--- src/rtl/mem_arbiter.sv ---
// Two-port (core / loader) arbiter in front of the shared 1K x 16 program/data memory.
// Latency: grant edge -> ack edge = 2 edges; ack is a one-cycle pulse; all memory-side outputs registered.
// Backpressure: requesters hold req until ack; a port just served is masked for one cycle (RESP).
// Compile-time option: define MEM_ARB_FIXED_PRIO_EN for core-wins fixed priority (default round-robin).
module mem_arbiter #(
   parameter int AW = 10,
   parameter int DW = 16
) (
   input  logic          clk,
   input  logic          rst,
   input  logic          core_req,
   input  logic          core_we,
   input  logic [AW-1:0] core_addr,
   input  logic [DW-1:0] core_wdata,
   output logic          core_ack,
   output logic [DW-1:0] core_rdata,
   input  logic          ldr_req,
   input  logic          ldr_we,
   input  logic [AW-1:0] ldr_addr,
   input  logic [DW-1:0] ldr_wdata,
   output logic          ldr_ack,
   output logic [DW-1:0] ldr_rdata,
   output logic [AW-1:0] mem_addr,
   output logic [DW-1:0] mem_wdata,
   output logic          mem_we,
   input  logic [DW-1:0] mem_rdata,
   output logic          busy
);

   typedef enum logic [1:0] {S_IDLE, S_ACCESS, S_RESP} state_t;

   localparam logic P_CORE = 1'b0;
   localparam logic P_LDR  = 1'b1;

   state_t        state_q, state_d;
   logic          owner_q, owner_d;
   logic          last_grant_q, last_grant_d;
   logic [AW-1:0] mem_addr_q, mem_addr_d;
   logic [DW-1:0] mem_wdata_q, mem_wdata_d;
   logic          mem_we_q, mem_we_d;
   logic          core_ack_q, core_ack_d;
   logic          ldr_ack_q, ldr_ack_d;
   logic [DW-1:0] core_rdata_q, core_rdata_d;
   logic [DW-1:0] ldr_rdata_q, ldr_rdata_d;

   logic          grant_vld;
   logic          grant_port;

   // Next-state: pick a winner in IDLE (or hand over directly from RESP), then sequence ACCESS -> RESP.
   always_comb begin
      state_d      = state_q;
      owner_d      = owner_q;
      last_grant_d = last_grant_q;
      mem_addr_d   = mem_addr_q;
      mem_wdata_d  = mem_wdata_q;
      mem_we_d     = 1'b0;
      core_ack_d   = 1'b0;
      ldr_ack_d    = 1'b0;
      core_rdata_d = core_rdata_q;
      ldr_rdata_d  = ldr_rdata_q;
      grant_vld    = 1'b0;
      grant_port   = P_CORE;

      case (state_q)
         S_IDLE: begin
            if (core_req && ldr_req) begin
               grant_vld = 1'b1;
`ifdef MEM_ARB_FIXED_PRIO_EN
               grant_port = P_CORE;
`else
               // The port that did not win last time gets this one.
               grant_port = (last_grant_q == P_LDR) ? P_CORE : P_LDR;
`endif
            end else if (core_req) begin
               grant_vld  = 1'b1;
               grant_port = P_CORE;
            end else if (ldr_req) begin
               grant_vld  = 1'b1;
               grant_port = P_LDR;
            end
         end
         S_ACCESS: begin
            // mem_we_q still reflects the owner's we; a read captures the combinational memory data.
            if (!mem_we_q) begin
               if (owner_q == P_LDR) ldr_rdata_d  = mem_rdata;
               else                  core_rdata_d = mem_rdata;
            end
            if (owner_q == P_LDR) ldr_ack_d  = 1'b1;
            else                  core_ack_d = 1'b1;
            last_grant_d = owner_q;
            state_d      = S_RESP;
         end
         S_RESP: begin
            // The port just served is masked here, so only the other port can be granted.
            if (owner_q == P_CORE && ldr_req) begin
               grant_vld  = 1'b1;
               grant_port = P_LDR;
            end else if (owner_q == P_LDR && core_req) begin
               grant_vld  = 1'b1;
               grant_port = P_CORE;
            end else begin
               state_d = S_IDLE;
            end
         end
         default: state_d = S_IDLE;
      endcase

      if (grant_vld) begin
         state_d     = S_ACCESS;
         owner_d     = grant_port;
         mem_addr_d  = (grant_port == P_LDR) ? ldr_addr  : core_addr;
         mem_wdata_d = (grant_port == P_LDR) ? ldr_wdata : core_wdata;
         mem_we_d    = (grant_port == P_LDR) ? ldr_we    : core_we;
      end
   end

   // State and registered outputs; reset wins over any in-flight access.
   always_ff @(posedge clk) begin
      if (rst) begin
         state_q      <= S_IDLE;
         owner_q      <= P_CORE;
         last_grant_q <= P_LDR;
         mem_addr_q   <= '0;
         mem_wdata_q  <= '0;
         mem_we_q     <= 1'b0;
         core_ack_q   <= 1'b0;
         ldr_ack_q    <= 1'b0;
         core_rdata_q <= '0;
         ldr_rdata_q  <= '0;
      end else begin
         state_q      <= state_d;
         owner_q      <= owner_d;
         last_grant_q <= last_grant_d;
         mem_addr_q   <= mem_addr_d;
         mem_wdata_q  <= mem_wdata_d;
         mem_we_q     <= mem_we_d;
         core_ack_q   <= core_ack_d;
         ldr_ack_q    <= ldr_ack_d;
         core_rdata_q <= core_rdata_d;
         ldr_rdata_q  <= ldr_rdata_d;
      end
   end

   assign mem_addr   = mem_addr_q;
   assign mem_wdata  = mem_wdata_q;
   assign mem_we     = mem_we_q;
   assign core_ack   = core_ack_q;
   assign ldr_ack    = ldr_ack_q;
   assign core_rdata = core_rdata_q;
   assign ldr_rdata  = ldr_rdata_q;
   assign busy       = (state_q == S_ACCESS) || (state_q == S_RESP);

endmodule

--- config.mk ---
export PLATFORM = sky130hd
export DESIGN_NAME = mem_arbiter
export DESIGN_NICKNAME = d
export VERILOG_FILES = /design/src/rtl/mem_arbiter.sv
export SDC_FILE = /design/constraint.sdc
export NUM_CORES = 1
export LEC_CHECK = 0
export ABC_AREA = 1
export BUFFER_PORTS_ARGS = -buffer_cell sky130_fd_sc_hd__buf_2
export CORE_ASPECT_RATIO = 1.4
export CORE_MARGIN = 3
export CORE_UTILIZATION = 45
export CTS_CLUSTER_DIAMETER = 40
export DETAILED_ROUTE_END_ITERATION = 16
export PLACE_DENSITY_LB_ADDON = 0.08
export SKIP_CTS_REPAIR_TIMING = 1
export SYNTH_ARGS = -nofsm -noshare
export SYNTH_HDL_FRONTEND = slang
export SYNTH_SLANG_ARGS = --single-unit
export TNS_END_PERCENT = 100
--- constraint.sdc ---
create_clock -name clk -period 2.4 [get_ports clk]
set_input_delay 0.48 -clock clk [delete_from_list [all_inputs] [get_ports clk]]
set_output_delay 0.48 -clock clk [all_outputs]
set_load 0.02 [all_outputs]
==> impl_metrics.csv, run 1 <==
group,metric,value,unit
route,drcViolationCount,0,
sta,hold_viol_final,0,
global_routing,grt_pass1_wl,11.5,mm
die,die_w,74.2,µm
die,core_area,0.00625,mm²
power_and_ir_drop,pwr-share-clk,0.197,
finish,final_core_util,0.601,
worst_setup_path,path_common_cell,"inv_1",
worst_setup_path,crit_required,2.63,ns
route,ant_nets,0,
finish,area_delta_synth_final,28.2,%
global_routing,use_met1,0.242,
clocking,clkSlewWorstSetupHoldPaths,0.07,ns
synthesis,yosys_warnings,0,
sta,fmax,543,MHz
worst_setup_path,crit_slowest_cell,"nor3_4",
worst_setup_path,path_class,"reg2reg",
power_and_ir_drop,pwr-share-seq,0.377,
power_and_ir_drop,p_int,2.37,mW
route,firstDrtPassIters,4,
synthesis,synth_top_area_frac,0.444,
finish,num_antenna_cells,0,
global_routing,grt_util_all_layers,0.197,
power_and_ir_drop,comb_power_share,0.426,
synthesis,syn_avg_cell_area,7.61,µm²
synthesis,yosysSeqAreaShare,0.444,
global_routing,grt_pass1_vias,2439,
clocking,cts_tree,"done",
outcome,status,"finished, final reports clean",
worst_setup_path,cp-startpoint,"state_q[1]$_SDFFE_PP0P_",
sta,slew_headroom,0.635,
synthesis,ys_ff_latch,65,
worst_setup_path,crit_arrival,2.07,ns
synthesis,netlist_area,0.00293,mm²
global_routing,grt_use_met2,0.332,
min_path,hold_class,"in2reg",
power_and_ir_drop,cellLeakagePower,1.97,nW
worst_setup_path,crit_fanout,17,
synthesis,netlist_top_cells_area,"dfxtp_1 (44%), nand2_1 (16%), nand3_1 (9.2%)",
place,place.gp.congestion,0.771,
route,via_per_inst,4.92,
worst_setup_path,crit-reg2reg-launch,"state_q[1]$_SDFFE_PP0P_",
route,vias,2905,
global_routing,grt_overflow,0,
run,cap_violations,0,
die,row_count,34,
clocking,clockBufferDepth,2,
sta,setup_viol,0,
worst_setup_path,cp-start-kind,"flop",
die,start_util,0.469,
sta,setup-tns-final,0,ns
sta,grt_setup_unrepaired,"no",
global_routing,use_met3,0.0467,
power_and_ir_drop,power_density,1110,mW/mm²
route,wl,7.68,mm
sta,drv_slew,0,
power_and_ir_drop,swShare,0.430,
sta,fin_crit_sh,0.767,
global_routing,top_usage_layer,"met2",
finish,mostFrequentLayoutCell,"buf_2",
min_path,hold_start,"mem_rdata[10]",
power_and_ir_drop,peakVddDrop,760,µV
sta,hold_ws,0.384,ns
clocking,root_buffer,"clkbuf_8",
clocking,cts.sinks,65,
synthesis,yosysUniqueCellTypes,24,
place,place.port_buffers,135,
clocking,cts_max_level,3,
route,routedWlPerCell,13.0,µm
worst_setup_path,path_cells,"inv_1 > ha_1 > inv_1 > nor3_4 > inv_1 > nor2_1 > nor2_1",
synthesis,yosys.area.top_type,"dfxtp_1",
die,io_pins,136,
synthesis,synthCells,385,
finish,nFillCells,610,
die,fp.dieH,102,µm
sta,worstMarginPinSlew,0.547,ns
synthesis,synth_fp_nets,463,
power_and_ir_drop,p_switching,1.79,mW
clocking,clk_latency,0.33,ns
die,dieArea,0.00753,mm²
sta,fin_crit,1.84,ns
sta,finalClockSkew,0.00450,ns
finish,final_cell_mix,"buf_2 (135), nand2_1 (128), dfxtp_1 (65), nand3_1 (54), nor2_1 (33)",
route,drt-initial-drc-count,149,
finish,nets,592,
place,post-dp-hpwl,5.55,mm
clocking,cts_buffers,9,
worst_setup_path,cp_top_family,"simple AND/OR/NAND/NOR gates",
finish,drive_gt1_frac,0.362,
worst_setup_path,critPathCaptureType,"flop",
worst_setup_path,path_buf_inv,3,
global_routing,antenna_found_initial,0,
global_routing,grt_max_degree,30,
worst_setup_path,cpPeakStageDelay,0.40,ns
==> synthesized netlist by cell type, drive strengths merged <==
library cell	instances
ha	4
a21oi	18
nand3	79
inv	7
dfxtp	65
nand2	130
buf	18
clkbuf	6
nor2	35
nor3	4
o21ai	17
nand4	1
or2	1
==> routing by layer <==
| metal | wire [µm] | vias to the layer above | part of all wire |
|---|---|---|---|
| li1 | - | 1512 | - |
| met1 | 3220 | 1307 | 0.42 |
| met2 | 3850 | 81 | 0.50 |
| met3 | 514 | 5 | 0.067 |
| met4 | 103 | 0 | 0.013 |
| met5 | 0 | - | 0 |
==> final timing paths <==
kind,to,slack (ns),depth (start not counted)
setup reg to reg,core_rdata[0]$_SDFFE_PP0P_,0.56,7
setup / recovery,core_rdata[0]$_SDFFE_PP0P_,0.56,7
hold / removal,core_rdata[10]$_SDFFE_PP0P_,0.38,3
hold reg to reg,ldr_rdata[11]$_SDFFE_PP0P_,0.46,2
==> sequential cells by signal, summed over array words and instances, names as in the netlist <==
register / flops
ldr_ack: 1
last_grant_q: 1
core_ack: 1
core_rdata: 16
state_q: 2
ldr_rdata: 16
mem_we: 1
owner_q: 1
mem_addr: 10
mem_wdata: 16
==> logic make-up (layout without fill, tap and decap cells) <==
kind of cell	Yosys count	after routing	synth area share
flops	65	65	0.444
compound gates	35	35	0.0598
simple gates	250	250	0.414
buf+inv	31	165	0.0657
fa+ha+maj	4	4	0.0171
==> cell type report <==
type,instances,area (µm²),share of cell area
well taps,72,90.1,0.0240
inverters,7,26.3,0.00699
clock inverters,2,12.5,0.00333
flip-flops and latches,65,1300,0.346
multi-input cells,289,1440,0.382
clock buffers,14,163,0.0433
repair buffers,142,728,0.194
==> power by group through the flow <==
stage	Combinational, mW	Sequential [mW]	Clock, mW
after floorplan	1.01	1.93	0
after global placement	1.77	1.58	0
after detailed placement	1.80	1.58	0
after CTS	1.81	1.56	0.840
after global routing	1.96	1.60	0.875
final	1.77	1.57	0.817
==> through the flow <==
step,power (mW),area (µm²),worst slack [ns],cells
after floorplan,2.94,2930,0.899,385
after global placement,3.35,3580,0.598,575
after detailed placement,3.38,3580,0.522,575
after CTS,4.21,3760,0.518,591
after global routing,4.43,3760,0.291,591
final,4.15,3760,0.559,591
==> tightest hold or removal path: stages <==
cell,delay [ns]
buf_2,0.09
nor2_1,0.04
nor2_1,0.08
Note: power is estimated with default switching activity, not from simulation.
==> inputs of run 2 (changes only) <==
- ABC_AREA: 1 -> 0
- CORE_UTILIZATION: 45 -> 41
- clock period: 2.4 -> 1.6 ns (I/O delays scaled with it)
==> impl_metrics.csv, run 2 <==
group,metric,value,unit
outcome,status,"finished, violations left",
outcome,violations,"negative setup slack",
route,wl,7.33,mm
finish,nets,546,
route,vias,2699,
worst_setup_path,crit_required,1.85,ns
worst_setup_path,path_buf_inv,3,
die,fp.dieH,103,µm
synthesis,async_flop_share,0,
finish,fin_cells,545,
route,ant_nets,0,
synthesis,synth_edf_count,0,
global_routing,grt_pass1_wl,10.7,mm
die,io_pins,136,
clocking,root_buffer,"clkbuf_8",
worst_setup_path,cp_top_family,"simple AND/OR/NAND/NOR gates",
sta,worstMarginPinSlew,0.396,ns
die,row_count,34,
finish,design_area,0.00401,mm²
global_routing,antenna_found_initial,0,
synthesis,yosys.cell_count.top_type,"nand2_1",
sta,slew_headroom,0.736,
finish,area_delta_synth_final,46.0,%
place,place_ws,-0.242,ns
worst_setup_path,crit_arrival,1.91,ns
worst_setup_path,path_class,"reg2reg",
sta,hold_viol_final,0,
worst_setup_path,crit_slowest_cell,"dfxtp_2",
power_and_ir_drop,finalPower,4.54,mW
synthesis,yosysSeqAreaShare,0.474,
min_path,hold_start,"mem_rdata[8]",
sta,fin_crit_sh,1.04,
worst_setup_path,path_cells,"buf_6 > inv_6 > ha_2 > nand4b_1 > nand3_4 > clkbuf_16 > nor2_1 > a311oi_2",
synthesis,yosys_warnings,0,
sta,finalClockSkew,0.00979,ns
finish,final_cell_mix,"buf_2 (134), nand2_1 (119), dfxtp_1 (63), a21oi_1 (34), nor2_1 (30)",
global_routing,grt_pass1_vias,2440,
finish,mostFrequentLayoutCell,"buf_2",
synthesis,netlist_top_cells_area,"dfxtp_1 (47%), nand2_1 (16%), a311oi_2 (11%)",
sta,fmax,602,MHz
worst_setup_path,cpPeakStageDelay,0.33,ns
synthesis,syn_avg_cell_area,8.45,µm²
place,place.gp.congestion,0.738,
synthesis,netlist_area,0.00275,mm²
sta,setup-tns-final,-0.683,ns
finish,final_core_util,0.632,
worst_setup_path,reg2regPathDepth,8,
sta,fin_ws,-0.0612,ns
route,drcViolationCount,0,
synthesis,synthTopCellsByCount,"nand2_1 (119), dfxtp_1 (65), a21oi_1 (34)",
min_path,holdPathStages,3,
place,post-dp-hpwl,4.75,mm
global_routing,grt_max_degree,66,
sta,fin_crit,1.66,ns
route,firstDrtPassIters,4,
power_and_ir_drop,peakVddDrop,527,µV
clocking,cts_tree,"done",
worst_setup_path,reg2reg_slack,-0.06,ns
die,die_w,75.2,µm
clocking,cts_buffers,9,
power_and_ir_drop,cellLeakagePower,1.84,nW
route,drt-initial-drc-count,134,
power_and_ir_drop,power_density,1130,mW/mm²
clocking,clk_latency,0.33,ns
clocking,clkSlewWorstSetupHoldPaths,0.08,ns
sta,drv_slew,0,
place,dp.cells,521,
worst_setup_path,rr_endpoint,"mem_addr[5]$_SDFFE_PP0P_",
worst_setup_path,critPathCaptureType,"flop",
route,wirelength_met1,3.02,mm
synthesis,ys_ff_latch,65,
route,top_layer,"met4",
synthesis,synth_flop_cell,"dfxtp_1",
clocking,cts.sinks,65,
worst_setup_path,cp-start-kind,"flop",
route,via_per_inst,4.95,
synthesis,synthCells,325,
place,dpl_cell_area,0.00354,mm²
run,cap_violations,0,
sta,hold_ws,0.229,ns
die,dieArea,0.00773,mm²
die,start_util,0.433,
synthesis,yosys.area.top_type,"dfxtp_1",
clocking,cts_max_level,3,
global_routing,grt_util_all_layers,0.177,
min_path,hold_class,"in2reg",
worst_setup_path,crit_fanout,8,
synthesis,yosysUniqueCellTypes,25,
clocking,clockBufferDepth,2,
route,met2_length,3.73,mm
global_routing,grt_overflow,0,
min_path,hold_end,"ldr_rdata[8]$_SDFFE_PP0P_",
sta,setup_viol,28,
place,place.port_buffers,135,
sta,grt_setup_unrepaired,"yes",
finish,drive_gt1_frac,0.446,
synthesis,synth_top_area_frac,0.474,
finish,num_antenna_cells,0,
route,routedWlPerCell,13.4,µm
route,met3_wirelength,480,µm
synthesis,synth_fp_nets,403,
die,core_area,0.00634,mm²
worst_setup_path,crit-reg2reg-launch,"state_q[0]$_SDFFE_PP0P_",
==> run 2: changes by cell type after synthesis, moves of 6 or more <==
| cell | previous run | this run |
|---|---|---|
| nand3_2 | 25 | 0 |
| a311oi_2 | 0 | 20 |
| o21ai_0 | 17 | 1 |
| nand2_1 | 128 | 119 |
| buf_4 | 6 | 0 |
| a21oi_1 | 18 | 34 |
| a311oi_1 | 0 | 7 |
| clkbuf_1 | 6 | 12 |
| nand3_1 | 54 | 1 |
==> run 2: cells by family after synthesis <==
group	after synthesis	share of synthesized area
buf+inv	27	0.0538
compound gates	65	0.209
mux	4	0.0150
flops	65	0.474
fa+ha+maj	4	0.0182
simple gates	160	0.230
==> run 2: layout make-up <==
type | instances | area, µm²
fillers | 581 | 2330
multi-input cells | 233 | 1370
flip-flops and latches | 65 | 1300
repair buffers | 156 | 1000
clock buffers | 9 | 124
clock inverters | 7 | 104
well taps | 72 | 90.1
inverters | 3 | 16.3
==> run 2: how the worst max path moves through the flow <==
stage	startpoint	endpoint	slack [ns]	cells after the start
global route	state_q[0]$_SDFFE_PP0P_	mem_wdata[0]$_SDFFE_PP0P_	-0.14	8
finish	state_q[0]$_SDFFE_PP0P_	mem_addr[5]$_SDFFE_PP0P_	-0.06	8
global placement	state_q[1]$_SDFFE_PP0P_	ldr_rdata[5]$_SDFFE_PP0P_	-0.18	6
floorplan	state_q[0]$_SDFFE_PP0P_	owner_q$_SDFFE_PP0P_	0.02	8
detailed placement	state_q[1]$_SDFFE_PP0P_	ldr_rdata[12]$_SDFFE_PP0P_	-0.24	6
CTS	state_q[1]$_SDFFE_PP0P_	ldr_rdata[9]$_SDFFE_PP0P_	-0.25	6
==> run 2: layer usage <==
layer,vias to the layer above,GRT usage
met3,10,0.0410
met5,-,0
li1,1378,-
met1,1215,0.211
met4,0,0.0848
met2,96,0.295
==> run 2: power breakdown <==
group          internal, mW  total, mW  switching [mW]  leakage, nW
logic                 0.505       1.15           0.646         1.19
clock network         0.893       1.56           0.665        0.114
registers              1.76       1.83          0.0700        0.534
total                  3.15       4.54            1.38         1.84
==> run 2: worst min-delay path: cells and delay by family <==
kind                   cells  cell delay (ns)
and+or+nand+nor            1             0.05
AOI/OAI and AO/OA          1             0.05
buffers and inverters      1             0.10
